### config.mk
export PLATFORM = sky130hd
export DESIGN_NAME = ballot_controller_flat
export DESIGN_NICKNAME = d
export VERILOG_FILES = /design/src/rtl/ballot_controller_if.sv /design/src/rtl/ballot_controller.sv /design/src/flat_wrapper.sv
export SDC_FILE = /design/constraint.sdc
export NUM_CORES = 1
export LEC_CHECK = 0
export CAP_MARGIN = 10
export CORE_MARGIN = 4
export CORE_UTILIZATION = 50
export DETAILED_ROUTE_END_ITERATION = 8
export PLACE_DENSITY = 0.82
export SYNTH_ARGS = -nofsm -noshare
export SYNTH_HDL_FRONTEND = slang
export SYNTH_SLANG_ARGS = --single-unit
### constraint.sdc
create_clock -name clk_100MHz -period 1.7 [get_ports clk_100MHz]
set_clock_uncertainty 0.1 [all_clocks]
set_input_delay 0.17 -clock clk_100MHz [delete_from_list [all_inputs] [get_ports clk_100MHz]]
set_output_delay 0.17 -clock clk_100MHz [all_outputs]
set_load 0.02 [all_outputs]
### src/rtl/ballot_controller_if.sv
// ballot_controller_if
//   Bundles the debounced front-panel inputs and the display/LED outputs of
//   the ballot controller.
//   master : drives buttons and access code, observes tallies and status
//   slave  : the controller itself
//   Signals:
//     btn_1/2/3   candidate buttons (debounced level)
//     btn_ov_cv   open/close button (debounced level)
//     sw          16-bit access code
//     count_1/2/3 per-candidate tallies, vote_count total tally
//     the_state   0=CLOSED 1=OPEN/LOCKOUT 2=TALLY 3=RESULT
//     the_winner  0=none/tie, 1..3=candidate
//     enable_leds high while voting is open (OPEN or LOCKOUT)
//     vote_ack    one-cycle pulse per accepted vote
//     vote_reject one-cycle pulse per rejected press or bad code
interface ballot_controller_if #(
   parameter int CNT_W = 4
);
   logic             btn_1;
   logic             btn_2;
   logic             btn_3;
   logic             btn_ov_cv;
   logic [15:0]      sw;
   logic [CNT_W-1:0] count_1;
   logic [CNT_W-1:0] count_2;
   logic [CNT_W-1:0] count_3;
   logic [CNT_W-1:0] vote_count;
   logic [1:0]       the_state;
   logic [1:0]       the_winner;
   logic             enable_leds;
   logic             vote_ack;
   logic             vote_reject;

   modport master (
      output btn_1, btn_2, btn_3, btn_ov_cv, sw,
      input  count_1, count_2, count_3, vote_count,
      input  the_state, the_winner, enable_leds, vote_ack, vote_reject
   );

   modport slave (
      input  btn_1, btn_2, btn_3, btn_ov_cv, sw,
      output count_1, count_2, count_3, vote_count,
      output the_state, the_winner, enable_leds, vote_ack, vote_reject
   );
endinterface

### src/rtl/ballot_controller.sv
// ballot_controller
//   Sequencing and arbitration core of the voting machine. Opens/closes
//   voting by access code, accepts one vote per candidate-button press,
//   enforces a post-vote lockout, keeps saturating tallies and runs a
//   two-cycle tally to pick the winner.
//   Ports:
//     clk_100MHz  system clock
//     reset_n     asynchronous active-low reset
//     bus         ballot_controller_if.slave (buttons, code, tallies, status)
//   Optional build macro:
//     VOTE_TIMEOUT_EN  adds a 32-bit idle counter that closes voting after
//                      TIMEOUT_CYCLES clocks without an accepted vote.
module ballot_controller #(
   parameter int          CNT_W          = 4,
   parameter logic [15:0] OPEN_CODE      = 16'hA5A5,
   parameter logic [15:0] CLOSE_CODE     = 16'h5A5A,
   parameter int          LOCK_CYCLES    = 100_000_000,
   parameter logic [31:0] TIMEOUT_CYCLES = 32'd3_000_000_000
) (
   input  logic               clk_100MHz,
   input  logic               reset_n,
   ballot_controller_if.slave bus
);

   localparam int               LOCK_W    = (LOCK_CYCLES > 1) ? $clog2(LOCK_CYCLES) : 1;
   localparam logic [LOCK_W-1:0] LOCK_LAST = LOCK_W'(LOCK_CYCLES - 1);
   localparam logic [CNT_W-1:0]  CNT_MAX   = '1;

   typedef enum logic [2:0] {
      S_CLOSED,
      S_OPEN,
      S_LOCK,
      S_TALLY1,
      S_TALLY2,
      S_RESULT
   } state_t;

   state_t            state_q, state_d;
   logic [3:0]        hist_q;            // {ov_cv, btn_3, btn_2, btn_1} last sample
   logic [2:0]        cand_edge;
   logic              ov_edge, one_vote, multi_vote;
   logic              open_hit, close_hit, lock_done, timeout_hit;
   logic              accept, reject, do_clear;
   logic [CNT_W-1:0]  cnt_q [3];
   logic [CNT_W-1:0]  total_q;
   logic [CNT_W-1:0]  best_val_q;
   logic [1:0]        best_idx_q;
   logic              tie_q;
   logic [1:0]        winner_q;
   logic              ack_q, rej_q;
   logic [LOCK_W-1:0] lock_q;
   logic [1:0]        the_state_c;
   logic              leds_c;

   // Rising edges only; history resets high so a held button is not a press.
   assign cand_edge  = {bus.btn_3, bus.btn_2, bus.btn_1} & ~hist_q[2:0];
   assign ov_edge    = bus.btn_ov_cv & ~hist_q[3];
   assign one_vote   = (cand_edge == 3'b001) || (cand_edge == 3'b010) || (cand_edge == 3'b100);
   assign multi_vote = (cand_edge != 3'b000) && !one_vote;
   assign open_hit   = ov_edge && (bus.sw == OPEN_CODE);
   assign close_hit  = ov_edge && (bus.sw == CLOSE_CODE);
   assign lock_done  = (lock_q == LOCK_LAST);

`ifdef VOTE_TIMEOUT_EN
   logic [31:0] idle_q;

   always_ff @(posedge clk_100MHz or negedge reset_n) begin
      if (!reset_n)
         idle_q <= '0;
      else if (do_clear || accept)
         idle_q <= '0;
      else if (state_q == S_OPEN || state_q == S_LOCK)
         idle_q <= idle_q + 32'd1;
      else
         idle_q <= '0;
   end

   // Fires on the cycle the count would reach TIMEOUT_CYCLES.
   assign timeout_hit = (state_q == S_OPEN || state_q == S_LOCK) &&
                        (idle_q == TIMEOUT_CYCLES - 32'd1);
`else
   logic unused_timeout;
   assign unused_timeout = ^TIMEOUT_CYCLES;   // only meaningful with the timeout build
   assign timeout_hit    = 1'b0;
`endif

   // State register
   // NOTE: sequential state uses non-blocking (<=) so every flop samples pre-edge values.
   always_ff @(posedge clk_100MHz or negedge reset_n) begin
      if (!reset_n) state_q <= S_CLOSED;
      else          state_q <= state_d;
   end

   // Next-state and per-cycle strobes
   always_comb begin
      // NOTE: defaults first so every path assigns every output and no latch is inferred.
      state_d  = state_q;
      accept   = 1'b0;
      reject   = 1'b0;
      do_clear = 1'b0;
      case (state_q)
         S_CLOSED, S_RESULT: begin
            if (open_hit) begin
               state_d  = S_OPEN;
               do_clear = 1'b1;
            end else if (ov_edge) begin
               reject = 1'b1;
            end
         end
         S_OPEN: begin
            accept = one_vote;
            // An accepted vote owns the status pulse; a bad code in the same
            // cycle is not additionally flagged.
            reject = multi_vote || (ov_edge && !close_hit && !one_vote);
            if (close_hit || timeout_hit)  state_d = S_TALLY1;
            else if (one_vote || multi_vote) state_d = S_LOCK;
         end
         S_LOCK: begin
            reject = (cand_edge != 3'b000) || (ov_edge && !close_hit);
            if (close_hit || timeout_hit) state_d = S_TALLY1;
            else if (lock_done)           state_d = S_OPEN;
         end
         S_TALLY1: state_d = S_TALLY2;
         S_TALLY2: state_d = S_RESULT;
         default:  state_d = S_CLOSED;
      endcase
   end

   // Status decode of the state register
   always_comb begin
      the_state_c = 2'd0;
      leds_c      = 1'b0;
      case (state_q)
         S_OPEN, S_LOCK: begin
            the_state_c = 2'd1;
            leds_c      = 1'b1;
         end
         S_TALLY1, S_TALLY2: the_state_c = 2'd2;
         S_RESULT:           the_state_c = 2'd3;
         default:            the_state_c = 2'd0;
      endcase
   end

   // Datapath: edge history, tallies, lockout timer, tally pipeline
   always_ff @(posedge clk_100MHz or negedge reset_n) begin
      if (!reset_n) begin
         hist_q     <= '1;
         // NOTE: the tally array is only three counters, so it is reset like any other register.
         for (int i = 0; i < 3; i++) cnt_q[i] <= '0;
         total_q    <= '0;
         best_val_q <= '0;
         best_idx_q <= 2'd0;
         tie_q      <= 1'b0;
         winner_q   <= 2'd0;
         ack_q      <= 1'b0;
         rej_q      <= 1'b0;
         lock_q     <= '0;
      end else begin
         hist_q <= {bus.btn_ov_cv, bus.btn_3, bus.btn_2, bus.btn_1};
         ack_q  <= accept;
         rej_q  <= reject;
         lock_q <= (state_q == S_LOCK) ? lock_q + LOCK_W'(1) : '0;

         if (do_clear) begin
            for (int i = 0; i < 3; i++) cnt_q[i] <= '0;
            total_q  <= '0;
            winner_q <= 2'd0;
         end else if (accept) begin
            for (int i = 0; i < 3; i++)
               if (cand_edge[i] && cnt_q[i] != CNT_MAX) cnt_q[i] <= cnt_q[i] + CNT_W'(1);
            if (total_q != CNT_MAX) total_q <= total_q + CNT_W'(1);
         end

         if (state_q == S_TALLY1) begin
            if (cnt_q[0] > cnt_q[1]) begin
               best_val_q <= cnt_q[0];
               best_idx_q <= 2'd1;
               tie_q      <= 1'b0;
            end else if (cnt_q[1] > cnt_q[0]) begin
               best_val_q <= cnt_q[1];
               best_idx_q <= 2'd2;
               tie_q      <= 1'b0;
            end else begin
               best_val_q <= cnt_q[0];
               best_idx_q <= 2'd1;
               tie_q      <= 1'b1;
            end
         end

         // Equality on the max is a tie; all-zero counts land here as a tie too.
         if (state_q == S_TALLY2) begin
            if (cnt_q[2] > best_val_q)       winner_q <= 2'd3;
            else if (cnt_q[2] == best_val_q) winner_q <= 2'd0;
            else                             winner_q <= tie_q ? 2'd0 : best_idx_q;
         end
      end
   end

   assign bus.count_1     = cnt_q[0];
   assign bus.count_2     = cnt_q[1];
   assign bus.count_3     = cnt_q[2];
   assign bus.vote_count  = total_q;
   assign bus.the_winner  = winner_q;
   assign bus.vote_ack    = ack_q;
   assign bus.vote_reject = rej_q;
   assign bus.the_state   = the_state_c;
   assign bus.enable_leds = leds_c;

endmodule

### src/flat_wrapper.sv
// flat-port wrapper written by rule: the top's interface ports become plain ports
module ballot_controller_flat 
#(
   parameter int          CNT_W          = 4,
   parameter logic [15:0] OPEN_CODE      = 16'hA5A5,
   parameter logic [15:0] CLOSE_CODE     = 16'h5A5A,
   parameter int          LOCK_CYCLES    = 100_000_000,
   parameter logic [31:0] TIMEOUT_CYCLES = 32'd3_000_000_000
)
  (clk_100MHz, reset_n, bus_btn_1, bus_btn_2, bus_btn_3, bus_btn_ov_cv, bus_sw, bus_count_1, bus_count_2, bus_count_3, bus_vote_count, bus_the_state, bus_the_winner, bus_enable_leds, bus_vote_ack, bus_vote_reject);
  ballot_controller_if #(.CNT_W(CNT_W)) bus_i ();
  input  logic clk_100MHz;
  input  logic reset_n;
  input wire logic [$bits(bus_i.btn_1)-1:0] bus_btn_1;
  input wire logic [$bits(bus_i.btn_2)-1:0] bus_btn_2;
  input wire logic [$bits(bus_i.btn_3)-1:0] bus_btn_3;
  input wire logic [$bits(bus_i.btn_ov_cv)-1:0] bus_btn_ov_cv;
  input wire logic [$bits(bus_i.sw)-1:0] bus_sw;
  output wire logic [$bits(bus_i.count_1)-1:0] bus_count_1;
  output wire logic [$bits(bus_i.count_2)-1:0] bus_count_2;
  output wire logic [$bits(bus_i.count_3)-1:0] bus_count_3;
  output wire logic [$bits(bus_i.vote_count)-1:0] bus_vote_count;
  output wire logic [$bits(bus_i.the_state)-1:0] bus_the_state;
  output wire logic [$bits(bus_i.the_winner)-1:0] bus_the_winner;
  output wire logic [$bits(bus_i.enable_leds)-1:0] bus_enable_leds;
  output wire logic [$bits(bus_i.vote_ack)-1:0] bus_vote_ack;
  output wire logic [$bits(bus_i.vote_reject)-1:0] bus_vote_reject;
  assign bus_i.btn_1 = bus_btn_1;
  assign bus_i.btn_2 = bus_btn_2;
  assign bus_i.btn_3 = bus_btn_3;
  assign bus_i.btn_ov_cv = bus_btn_ov_cv;
  assign bus_i.sw = bus_sw;
  assign bus_count_1 = bus_i.count_1;
  assign bus_count_2 = bus_i.count_2;
  assign bus_count_3 = bus_i.count_3;
  assign bus_vote_count = bus_i.vote_count;
  assign bus_the_state = bus_i.the_state;
  assign bus_the_winner = bus_i.the_winner;
  assign bus_enable_leds = bus_i.enable_leds;
  assign bus_vote_ack = bus_i.vote_ack;
  assign bus_vote_reject = bus_i.vote_reject;
  ballot_controller #(.CNT_W(CNT_W), .OPEN_CODE(OPEN_CODE), .CLOSE_CODE(CLOSE_CODE), .LOCK_CYCLES(LOCK_CYCLES), .TIMEOUT_CYCLES(TIMEOUT_CYCLES)) u_core (.clk_100MHz(clk_100MHz), .reset_n(reset_n), .bus(bus_i));
endmodule
# --- Word-level counts from Yosys, hierarchy flattened ---
# Index checks and enable logic that the tools add are counted.
word_totals:
  out_inout_bits: 23
  input_bits: 22
  ff_bits: 61
  wordCells: 109
classes:
  mux: 34
  magnitude_cmp: 3
  n_bitwise: 4
  n_addsub: 5
  n_reduce_logical: 31
  n_eq_ne: 19
op_table:
  columns: ["operator", "count"]
  rows:
  - ["$mux 4", 8]
  - ["$add 27x1->27 const B", 1]
  - ["$eq 27x27->1 const B", 1]
  - ["$mux 27", 1]
  - ["$mux 12", 2]
  - ["$add 4x1->4 const B", 4]
  - ["$eq 16x15->1 const B", 1]
  - ["$eq 16x16->1 const B", 1]
  - ["$ne 4x4->1 const B", 4]
  - ["$mux 3", 5]
  - ["$pmux 3 s5", 1]
  - ["$mux 2", 7]
  - ["$gt 4x4->1", 3]
  - ["$reduce_bool 2->1", 6]
  - ["$eq 3x2->1 const B", 3]
  - ["$eq 3x3->1 const B", 3]
  - ["$logic_and 1x1->1", 8]
  - ["$mux 1", 8]
  - ["$reduce_and 2->1", 4]
  - ["$eq 3x1->1 const B", 2]
  - ["$ne 3x1->1 const B", 2]
  - ["$pmux 2 s3", 1]
  - ["$reduce_or 2->1", 3]
  - ["$logic_or 1x1->1", 5]
  - ["11 further kinds", 12]

# --- Longest topological paths before layout ---
depth:
  depth_word: 11
  depth_mapped: 7
  ltp_nobuf: 7

# --- Least setup slack after synthesis ---
# No wires, ideal clock.
synth_timing:
  kind: "reg-to-reg"
  startpoint: "reg u_core.cnt_q, in the netlist u_core.bus.count_2[2]"
  endpoint: "reg u_core.best_val_q[2]"
  path_slack_ns: -0.282
  setup_ns: 0.136
  period_less_slack_ns: 1.982
  stages_incl_launch_ff: 8
  arrival_time_ns: 1.746
  path_buffers: 0
  t_required_ns: 1.464
  cell_sequence: "dfrtp_1 > inv_1 > ha_1 > a21oi_1 > o22ai_1 > nor2_1 > mux2i_1 > o21ai_0"
synth_between:
  elab_chain_cells: 3
  word_cells_on_any_way: 4
  classes_between: "order compare: 2; mux: 2"
synth_lines:
  columns: ["item", "line_no", "source"]
  rows:
  - ["start: declaration", "ballot_controller.sv:44", "logic [CNT_W-1:0] cnt_q [3];"]
  - ["$gt 4x4->1", "ballot_controller.sv:179", "end else if (cnt_q[1] > cnt_q[0]) begin"]
  - ["$mux 4", "ballot_controller.sv:179", null]
  - ["$mux 4 (*)", "ballot_controller.sv:175", "if (cnt_q[0] > cnt_q[1]) begin"]
  - ["end signal: assignment", "ballot_controller.sv:176", "best_val_q <= cnt_q[0];"]
  - ["end signal: assignment", "ballot_controller.sv:180", "best_val_q <= cnt_q[1];"]
  - ["end signal: assignment", "ballot_controller.sv:184", "best_val_q <= cnt_q[0];"]
  - ["end: declaration", "ballot_controller.sv:46", "logic [CNT_W-1:0] best_val_q;"]
# Mark *: on every way between the ends. The rest lies on a longest branch, timed or not.
# A chain may end at the register's enable or synchronous reset.

# --- Worst setup path in the final report ---
layout_timing:
  startpoint: "reg u_core.hist_q[2]"
  endpoint: "reg u_core.cnt_q, in the netlist u_core.bus.count_3[3]"
layout_between:
  elab_chain_cells: 8
  word_cells_on_any_way: 12
  classes_between: "eq/ne: 3; mux: 1; bitwise: 2; reduce/logical: 6"
layout_lines:
  columns: ["item", "line_no", "source"]
  rows:
  - ["start: declaration", "ballot_controller.sv:39", "logic [3:0] hist_q;"]
  - ["start signal: assignment", "ballot_controller.sv:159", "hist_q <= {bus.btn_ov_cv, bus.btn_3, bus.btn_2, bus.btn_1};"]
  - ["$not 3->3 (*)", "ballot_controller.sv:56", "assign cand_edge = {bus.btn_3, bus.btn_2, bus.btn_1} & ~hist_q[2:0];"]
  - ["$and 3x3->3 (*)", "ballot_controller.sv:56", null]
  - ["$eq 3x1->1 / $eq 3x2->1 (equally long branches)", "ballot_controller.sv:58", "assign one_vote = (cand_edge == 3'b001) || (cand_edge == 3'b010) || (cand_edge == 3'b100);"]
  - ["$logic_or 1x1->1 (2 in a row)", "ballot_controller.sv:58", null]
  - ["$mux 1", "ballot_controller.sv:101", "case (state_q)"]
  - ["$reduce_bool 2->1 (no line)", null, null]
  - ["$reduce_and 2->1 (no line) (*)", null, null]
# Marks and branches as above.

==> run metrics <==
outcome=finished, violations left; violated checks=negative setup slack; Die H=89.5 um; # IOs=45; clk_lat worst skew=350 ps; GRT Util Overall=0.242; First-pass DRT Iterations=5; global route overflow=0; Placer Congestion=0.826; layout cells sized above 1=0.369; final-report max-slew violation count=0; DIE WIDTH=89.5 um; antenna violations before repair=0; layout overhead on the synthesized area=53.2%; Worst EP arrival=2090 ps; Post-Syn Area per Cell=9.65 sq um; Final Setup Violations=29; Antenna Cells=0; vias in the first global route=3235; placement row count=29; final hold violation count=0; total CTS buffers=9; Port Buffer Count=44; Synth cell types=44; setup ws final=-273 ps; final HPWL from detailed placement=6160 um; core area=0.00639 sq mm; H-tree Lvls=3; PwrDens=1300 mW/mm^2; largest net degree at the start of global routing=40; commonest non-fill, non-tap cells in the layout=buf_4 (84), dfrtp_1 (50), nor2_1 (34); vias=3400; Startpoint Class=flip-flop; EDFF count, synth=0; Fmax=0.507 GHz; setup TNS=-3470 ps; DP Cell Count=525; #FFs+latches synth=61; Remaining DRCs=0; CTS root buffer=clkbuf_8; Slew @ Worst Pin=509 ps; CTS tree=done; via density per instance=6.07; fin crit share=1.16; first-pass GRT wire length=14700 um; die area=0.00800 sq mm; crit-path max FO=8; total clock sinks=61; Worst EP required=1820 ps; Max-slew headroom=0.661; Starting DRT DRC Count=264; final cell count without fillers=560; HP Class=input port to flip-flop; pre-CTS setup slack=-354 ps; min Tclk post-route=1970 ps; maximum root-to-sink buffer count=2; synth warn=0; sequential fraction of the synthesis area=0.462; WHS=186 ps; Lkg Pwr=0.00232 uW; Setup CP Type=flip-flop to flip-flop; post-route ant nets=0; Starting Density=0.520; wire per inst=19.3 um; Synth Flop Type=dfrtp_1; most common cell after layout, fill and taps aside=buf_4; Worst Setup End Kind=flip-flop; Max-cap violations=0; Reg clk slew, reported paths=70 ps; Post-Syn Area=0.00332 sq mm; cell count after synthesis=344; Final #Nets=513; peak supply drop=1240 uV; WL final=10800 um; RSZ-0062 raised after global routing=yes; Post-Syn Nets=379; fraction of registers with async set/reset=1.00
## final cells by class
class / instances / area [sq um]
clock buffers: 12 / 155
clock inverters: 4 / 70.1
fillers: 347 / 1300
inverters: 18 / 67.6
multi-input cells: 255 / 2030
flip-flops and latches: 61 / 1540
well taps: 77 / 96.3
repair buffers: 133 / 1120
## state kept, by name, indices dropped and copies added (netlist names)
name                    flops
u_core.lock_q              27
u_core.best_val_q           4
u_core.bus.count_1          4
u_core.bus.count_2          4
u_core.bus.count_3          4
u_core.bus.vote_count       4
u_core.hist_q               4
u_core.state_q              3
u_core.best_idx_q           2
u_core.bus.the_winner       2
u_core.bus.vote_ack         1
u_core.bus.vote_reject      1
u_core.tie_q                1
## kinds of logic (layout without fill, tap and decap cells)
kind of cell,after synthesis,in the layout,synth area share
simple gates,156,157,0.254
flops,61,61,0.462
compound gates,43,43,0.0860
xor+xnor,29,29,0.0765
buf+inv,29,167,0.0336
fa+ha+maj,13,13,0.0490
mux,13,13,0.0396
## per-layer routing
layer / vias to the layer above / share of wire / routed length (um) / GRT usage
met2: 212 / 0.49 / 5360 / 0.422
li1: 1492 / - / - / -
met4: 0 / 0.033 / 359 / 0.0947
met1: 1643 / 0.39 / 4250 / 0.288
met3: 53 / 0.079 / 860 / 0.0562
met5: - / 0 / 0 / 0
## where the power goes
part           leakage (uW)  internal, uW  switching, uW
Combinational       0.00140          1480           1610
Sequential         0.000795          1730            250
Clock              0.000116           902            613
Total               0.00232          4120           2470
## critical path, cell delays in order (launching register included)
cell and delay (ps):
dfstp_2 540, and2b_2 260, xnor2_4 140, a211o_4 370
o311ai_1 290, o41ai_1 150
## timing repair
| action | CTS | global route |
|---|---|---|
| hold buffers | 1 | 0 |
| endpoints found under the hold margin | 58 | 0 |
| gates cloned | 0 | 1 |
| setup buffers | 6 | 13 |
| pin swaps | 13 | 18 |
| endpoints found under the setup margin | 52 | 42 |
| resized for setup | 53 | 41 |
## per-stage QoR
stage          total power [uW]  cell area, sq um  utilization
2_1_floorplan              3390              3390            -
3_3_place_gp               4470              4420        0.692
3_5_place_dp               4580              4420        0.692
4_1_cts                    6160              4800        0.751
5_1_grt                    6910              5080        0.796
6_report                   6590              5080        0.796
## synthesized netlist by cell type, types with 2 or more instances
cell / number / area share
o21ai_0: 11 / 0.017
o22ai_1: 3 / 0.0057
or3_1: 3 / 0.0057
a31oi_1: 3 / 0.0057
a21oi_1: 12 / 0.018
nor2b_1: 5 / 0.0094
nor4bb_1: 9 / 0.027
nor3_1: 11 / 0.017
inv_1: 17 / 0.019
and2_1: 3 / 0.0057
dfrtp_1: 57 / 0.43
mux2i_1: 12 / 0.036
xor2_1: 9 / 0.024
nor4_1: 6 / 0.011
nand2_1: 26 / 0.029
o31ai_1: 2 / 0.0045
and2b_1: 2 / 0.0045
buf_2: 2 / 0.0030
o211ai_1: 2 / 0.0045
nand4_1: 10 / 0.019
and4_1: 4 / 0.011
o21a_1: 2 / 0.0045
dfstp_2: 4 / 0.032
clkbuf_1: 9 / 0.010
nor2_1: 36 / 0.041
xnor2_1: 20 / 0.053
and3_1: 8 / 0.015
nand3_1: 21 / 0.032
nor4b_1: 2 / 0.0053
nand2b_1: 6 / 0.011
a21o_1: 2 / 0.0045
ha_1: 13 / 0.049
## final timing paths
path | startpoint | to | slack [ps] | cells after the start
max in group asynchronous | reset_n | u_core.bus.count_2[3] | 770 | 3
hold reg to reg | u_core.best_val_q[1] | u_core.best_val_q[1] | 400 | 2
setup reg to reg | u_core.hist_q[2] | u_core.bus.count_3[3] | -270 | 5
min in group asynchronous | reset_n | u_core.lock_q[26] | 250 | 3
setup / recovery | u_core.hist_q[2] | u_core.bus.count_3[3] | -270 | 5
hold / removal | bus_btn_ov_cv | u_core.hist_q[3] | 190 | 1
Note: power is estimated with default switching activity, not from simulation.
